File: config.mk
export PLATFORM = sky130hd
export DESIGN_NAME = dma_axi64_rd_arb
export DESIGN_NICKNAME = d
export VERILOG_FILES = /design/src/rtl/dma_axi64_rd_arb.sv
export SDC_FILE = /design/constraint.sdc
export NUM_CORES = 1
export LEC_CHECK = 0
export ABC_CLOCK_PERIOD_IN_PS = 2000
export BUFFER_PORTS_ARGS = -buffer_cell sky130_fd_sc_hd__buf_4
export CAP_MARGIN = 15
export CORE_UTILIZATION = 41
export CTS_BUF_LIST = sky130_fd_sc_hd__clkbuf_8 sky130_fd_sc_hd__clkbuf_16
export DETAILED_ROUTE_END_ITERATION = 12
export HOLD_SLACK_MARGIN = 0.1
export PLACE_DENSITY = 0.8
export REMOVE_ABC_BUFFERS = 1
export SLEW_MARGIN = 10
export SYNTH_ARGS = -nofsm -noshare
export SYNTH_HDL_FRONTEND = slang
export SYNTH_SLANG_ARGS = --single-unit
File: constraint.sdc
create_clock -name clk -period 2 [get_ports clk]
set_clock_uncertainty 0.2 [all_clocks]
set_input_delay 0.2 -clock clk [delete_from_list [all_inputs] [get_ports clk]]
set_output_delay 0.2 -clock clk [all_outputs]
set_load 0.01 [all_outputs]
File: src/rtl/dma_axi64_rd_arb.sv
// Round-robin arbiter sharing one AXI read-address channel among four DMA channels.
// Optional macro DMA_AXI64_RD_ARB_PRIO0_EN gives channel 0 absolute priority.
module dma_axi64_rd_arb (
  input  logic         clk,
  input  logic         reset,
  input  logic [3:0]   ch_req,
  input  logic [127:0] ch_addr,
  input  logic [15:0]  ch_len,
  input  logic [7:0]   ch_size,
  output logic [3:0]   ch_ack,
  output logic [1:0]   ARID,
  output logic [31:0]  ARADDR,
  output logic [3:0]   ARLEN,
  output logic [1:0]   ARSIZE,
  output logic         ARVALID,
  input  logic         ARREADY,
  input  logic         RVALID,
  input  logic         RREADY,
  input  logic         RLAST,
  output logic         idle
);

  localparam logic [0:0] IDLE  = 1'b0;
  localparam logic [0:0] ISSUE = 1'b1;

  logic [0:0] state;
  logic [1:0] ptr;
  logic [2:0] outstanding;
  logic [1:0] winner;
  logic       start;
  logic       ar_hs;
  logic       r_done;

  // First requester at or after p, wrapping 3->0.
  function automatic logic [1:0] rr_pick(input logic [3:0] req, input logic [1:0] p);
    logic [1:0] idx;
    rr_pick = p;
    for (int i = 3; i >= 0; i--) begin
      idx = p + 2'(i);
      if (req[idx]) rr_pick = idx;
    end
  endfunction

  always_comb begin
`ifdef DMA_AXI64_RD_ARB_PRIO0_EN
    winner = ch_req[0] ? 2'd0 : rr_pick(ch_req, ptr);
`else
    winner = rr_pick(ch_req, ptr);
`endif
  end

  assign ARVALID = (state == ISSUE);
  assign ar_hs   = ARVALID & ARREADY;
  // RLAST with nothing outstanding is ignored so the counter cannot wrap.
  assign r_done  = RVALID & RREADY & RLAST & (outstanding != 3'd0);
  assign start   = (state == IDLE) & (|ch_req) & (outstanding < 3'd4);
  assign ch_ack  = ar_hs ? (4'b0001 << ARID) : 4'b0000;
  assign idle    = (state == IDLE) & (outstanding == 3'd0) & (ch_req == 4'b0000);

  always_ff @(posedge clk or posedge reset) begin
    if (reset) begin
      state  <= IDLE;
      ARID   <= 2'd0;
      ARADDR <= 32'd0;
      ARLEN  <= 4'd0;
      ARSIZE <= 2'd0;
    end else begin
      case (state)
        IDLE: if (start) begin
          state  <= ISSUE;
          ARID   <= winner;
          ARADDR <= ch_addr[winner*32 +: 32];
          ARLEN  <= ch_len[winner*4 +: 4];
          ARSIZE <= ch_size[winner*2 +: 2];
        end
        ISSUE: if (ARREADY) state <= IDLE;
        default: state <= IDLE;
      endcase
    end
  end

  always_ff @(posedge clk or posedge reset) begin
    if (reset) begin
      ptr <= 2'd0;
    end else if (ar_hs) begin
`ifdef DMA_AXI64_RD_ARB_PRIO0_EN
      if (ARID != 2'd0) ptr <= ARID + 2'd1;
`else
      ptr <= ARID + 2'd1;
`endif
    end
  end

  always_ff @(posedge clk or posedge reset) begin
    if (reset) begin
      outstanding <= 3'd0;
    end else begin
      case ({ar_hs, r_done})
        2'b10:   outstanding <= outstanding + 3'd1;
        2'b01:   outstanding <= outstanding - 3'd1;
        default: outstanding <= outstanding;
      endcase
    end
  end

endmodule

---- Word-level counts from Yosys, hierarchy flattened ----
Index checks and enable logic that the tools add are counted.
operators by class
  reductions and logical operators ........ 6
  multiplexer cells ....................... 17
  order comparisons ....................... 5
  add/sub/neg operators ................... 6
  bitwise gates (word level) .............. 9
  eq/ne operators ......................... 2
  shifts and indexed selects .............. 4
operator list
  operator               count
  $shiftx A128 B8 Y32    1
  $shiftx A16 B5 Y4      1
  $lt A2 B3 Y1 const B   4
  $and A1 B1 Y1          8
  $bmux W1 S2            4
  $mux W2                4
  $shiftx A8 B4 Y2       1
  $mux W1                6
  $pmux W3 S2            1
  $add A2 B1 Y2 const B  2
  $add A2 B2 Y2 const B  2
  $logic_not A4 Y1       1
  $mux W4                1
  $reduce_or A4 Y1       1
  $shl A1 B2 Y4 const A  1
  $add A3 B1 Y3 const B  1
  $logic_not A3 Y1       1
  $lt A3 B3 Y1 const B   1
  $reduce_bool A3 Y1     1
  $sub A3 B1 Y3 const B  1
  $eq A2 B1 Y1 const B   1
  $eq A2 B2 Y1 const B   1
  $pmux W1 S2            1
  $reduce_and A2 Y1      1
  other kinds (2)        2
storage, ports and cells
  register bits after elaboration ......... 46
  input port bits ......................... 162
  output and inout port bits .............. 46
  word-level logic and storage cells ...... 56

---- Longest topological paths before layout ----
  depth after elaboration ................. 8
  mapped depth ............................ 8
  mapped depth without buffers ............ 8

---- Least setup slack after synthesis ----
OpenSTA, ideal clock, no wires.
  kind .................................... reg-to-reg
  start ................................... register ptr[1]
  end ..................................... register ARADDR[12]
  buffers on the path ..................... 2
  library setup time ...................... 0.087 ns
  clock period less this slack ............ 1.883 ns
  cell stages (with the launch flop) ...... 8
  data required time ...................... 1.713 ns
  setup slack ............................. 0.117 ns
  arrival time ............................ 1.596 ns
  path through ............................ dfrtp_1 and3b_1 or4_4 nand3_2 buf_12 buf_12 a211oi_2 a211oi_2
between the ends
  word-level cells in the longest chain between the ends .. 8
  elaborated cells between the ends (all ways) .. 16
  classes of those cells .................. add/sub (3); shift (1); mux (12)
ends and longest elaborated chain
  element                        RTL line  source
  from (decl)                    27        logic [1:0] ptr;
  from (signal assigned)         89        ptr <= ARID + 2'd1;
  $add A2 B2 Y2                  39        idx = p + 2'(i);
  $bmux W1 S2                    40        if (req[idx]) rr_pick = idx;
  $mux W1 (not written as such)  40
  $mux W2 (3 in series)          40
  $mux W2 (*)                    40
  $shiftx A128 B8 Y32 (*)        72        ARADDR <= ch_addr[winner*32 +: 32];
  to (signal assigned)           72
  to (decl)                      12        output logic [31:0] ARADDR,
Mark *: on every way between the ends. The rest lies on a longest branch, timed or not. The select of a mux whose other input is x is not followed.
A chain may end at the register's enable or synchronous reset.

---- Final worst setup path ----
  start ................................... register ptr[1]
  end ..................................... register ARADDR[0]
The elaborated chain is that of the path after synthesis.

==> metrics.md <==
| Metric | Value |
|---|---|
| FF+latch count, synth | `46` |
| Final core utilization | `about three quarters` |
| Footprint of the multi-input gates | `approximately 2100 um2` |
| Largest net degree at the start of global routing | `39` |
| Synth-to-Final Area Change | `76.6%` |
| Final TNS setup | `-0.0226 ns` |
| Clock-pin slew on the worst setup and hold paths | `~0.1 ns` |
| Average size of a mapped cell | `~10 um2` |
| Prevailing post-synth register cell | `dfrtp_1` |
| Critical Path End Type | `flip-flop` |
| Final Critical Period | `2.02 ns` |
| Die width | `96.3 um` |
| First-pass GRT wire length | `approximately 20000 um` |
| Die area | `between 9000 and 10000 um2` |
| Row count | `34` |
| Layout fillers | `approximately 570` |
| Gate Count Post-Synth | `approximately 360` |
| Starting Density | `42.0%` |
| Max-cap violations | `0` |
| CTS tree | `done` |
| Final period utilization | `101%` |
| WL/cell | `18.5 um` |
| Congestion Overflow GR | `0` |
| FF+latch area | `1150 um2` |
| I/O Pins | `around 210` |
| Layout cells sized above 1 | `about half` |
| Worst-path maximum fanout | `24` |
| Max-slew violations | `0` |
| CP Data Arrival Time | `between 2 and 2.5 ns` |
| Die Ht | `between 90 and 100 um` |
| DRC | `0` |
| Leak | `about 3 nW` |
| Vias in the first global route | `4354` |
| Routability Congestion | `approximately 0.8` |
| Clock Tree Root | `clkbuf_8` |
| Nets | `roughly 830` |
| Fmax | `roughly 500 MHz` |
| Mapped cell area | `roughly 3600 um2` |
| Pre-Repair DR Iteration Count | `5` |
| DRT Wirelength | `14200 um` |
| Worst EP required | `just under 2 ns` |
| Final ANT Viol Nets | `0` |
| Clock Sinks | `46` |
| Fin worst setup slack | `-0.0226 ns` |
| Total Routing Usage GR | `between 20% and 30%` |
| Count of final setup violators | `1` |
| CTS Buf Count | `5` |
| H-tree levels | `2` |
| Post-detail-place hpwl | `roughly 8100 um` |
| Post-synth EDFFs | `0` |
| Hold Crit Class | `input port to flip-flop` |
| Power Density | `~1100 nW/um2` |
| Status | `finished with violations` |
| Worst Setup Path Type | `flip-flop to flip-flop` |
| Setup crit start kind | `flip-flop` |
| Initial antenna violation count | `0` |
| Post-synthesis sequential area ratio | `between 30% and 40%` |
| CORE AREA | `~8700 um2` |
| PortBufs | `207` |
| Final hold violation count | `0` |
| Most common cell after layout, fill and taps aside | `buf_4` |
| Commonest non-fill, non-tap cells in the layout | `buf_4, dlygate4sd3_1, a211oi_2, dfrtp_1, inv_1` |
| Clock latency on the worst-skew pair | `roughly 0.30 ns` |
| Routed vias/inst | `roughly 5.5` |
| RSZ-0062 raised after global routing | `yes` |
| Ant diodes | `0` |
| Post-synthesis async set-or-reset flop share | `100%` |
| Slew @ Worst Pin | `between 0.5 and 0.6 ns` |
| Vias after detailed routing | `4208` |
| Failing checks | `setup timing` |
| Yosys warns | `0` |
| Rel. slew slack | `a little under two thirds` |
| Initial drt markers | `between 100 and 150` |
| Clock Tree Buf Depth | `2` |
| Worst-case vdd ir drop | `0.632 mV` |
| Count of cell types in the netlist | `39` |
==> stage by stage <==
step                worst slack, ns  power, mW  hold slack, ns  instance area, um2  std cells
global route                 -0.193       7.82           0.101                6440        766
floorplan                     -3.19       4.26           0.107                3290        326
global placement             0.0353       6.06          0.0808                5250        659
CTS                        -0.00100       7.10           0.101                6240        754
finish                      -0.0226       7.39           0.103                6440        766
detailed placement          -0.0505       6.23          0.0969                5250        659
==> cell families after synthesis <==
group	share of synthesized area, %
AOI/OAI and AO/OA	31.8
buffers and inverters	14.5
and+or+nand+nor	8.13
DFF	31.6
muxes	11.0
adders and majority gates	2.26
xor gates and xnor gates	0.721
==> flip-flops by register name, indices dropped and copies added, names as in the netlist <==
register and cells:
ARADDR 32, ARLEN 4, outstanding 3, ARID 2
ARSIZE 2, ptr 2, ARVALID 1
==> routing by layer <==
| metal | GRT usage, % | share of wire [%] | vias to the layer above |
|---|---|---|---|
| met2 | 50.9 | 52 | 267 |
| met3 | 5.37 | 7.4 | 66 |
| met5 | 0 | 0 | - |
| li1 | - | - | 1904 |
| met1 | 32.1 | 36 | 1971 |
| met4 | 13.8 | 3.8 | 0 |
==> worst paths after layout <==
kind	startpoint	to	slack, ns	cells after the start
max	ptr[1]$_DFFE_PP0P_	ARADDR[0]$_DFFE_PP0P_	-0.02	7
min	ch_addr[100]	ARADDR[4]$_DFFE_PP0P_	0.10	3
max reg2reg	ptr[1]$_DFFE_PP0P_	ARADDR[0]$_DFFE_PP0P_	-0.02	7
min reg2reg	ARID[1]$_DFFE_PP0P_	ARID[1]$_DFFE_PP0P_	0.38	1
max in group asynchronous	reset	ARSIZE[1]$_DFFE_PP0P_	0.76	4
min in group asynchronous	reset	ARADDR[23]$_DFFE_PP0P_	0.31	3
==> report_power, final <==
group | total (mW) | switching [mW] | leakage (nW) | internal, mW
Clock | 0.606 | 0.331 | 0.0524 | 0.275
Combinational | 5.03 | 2.58 | 2.43 | 2.45
Sequential | 1.76 | 0.340 | 0.514 | 1.42
==> layout make-up <==
type,count,share of cell area (%)
Tap cell,108,2.10
Clock buffer,6,1.28
Clock inverter,2,0.136
Timing Repair Buffer,324,43.4
Multi-Input combinational cell,235,32.5
Sequential cell,46,17.9
Inverter,45,2.62
==> repair_timing <==
| action | CTS | global route |
|---|---|---|
| hold endpoints to repair | 62 | 4 |
| hold buffers | 83 | 6 |
| endpoints found under the setup margin | 14 | 39 |
| buffers inserted | 3 | 5 |
| pin swaps | 6 | 14 |
| gates cloned | 1 | 1 |
| gates resized for setup | 5 | 19 |
==> Yosys cell counts (all sizes together) (2+ instances only) <==
master	count	share of area [%]
a211oi	76	24
a31oi	38	6.5
and3	6	1.0
buf	19	6.2
clkbuf	6	1.2
dfrtp	46	32
dlygate4sd1	3	0.72
dlymetal6s2s	5	1.7
ha	5	1.7
inv	45	4.6
mux2i	39	11
nand2	3	0.31
nand3	2	0.41
nor2	41	4.2
nor2b	3	0.51
nor3	3	0.55
o21ai	5	0.79
xor2	2	0.48
==> critical path: stages (launching register included) <==
cell	delay (ns)
dfrtp_1	0.41
buf_4	0.15
buf_4	0.13
o21ai_4	0.06
and3_4	0.27
buf_12	0.23
mux2i_1	0.33
a211oi_2	0.12
No activity file was read; power rests on OpenSTA's default activity.
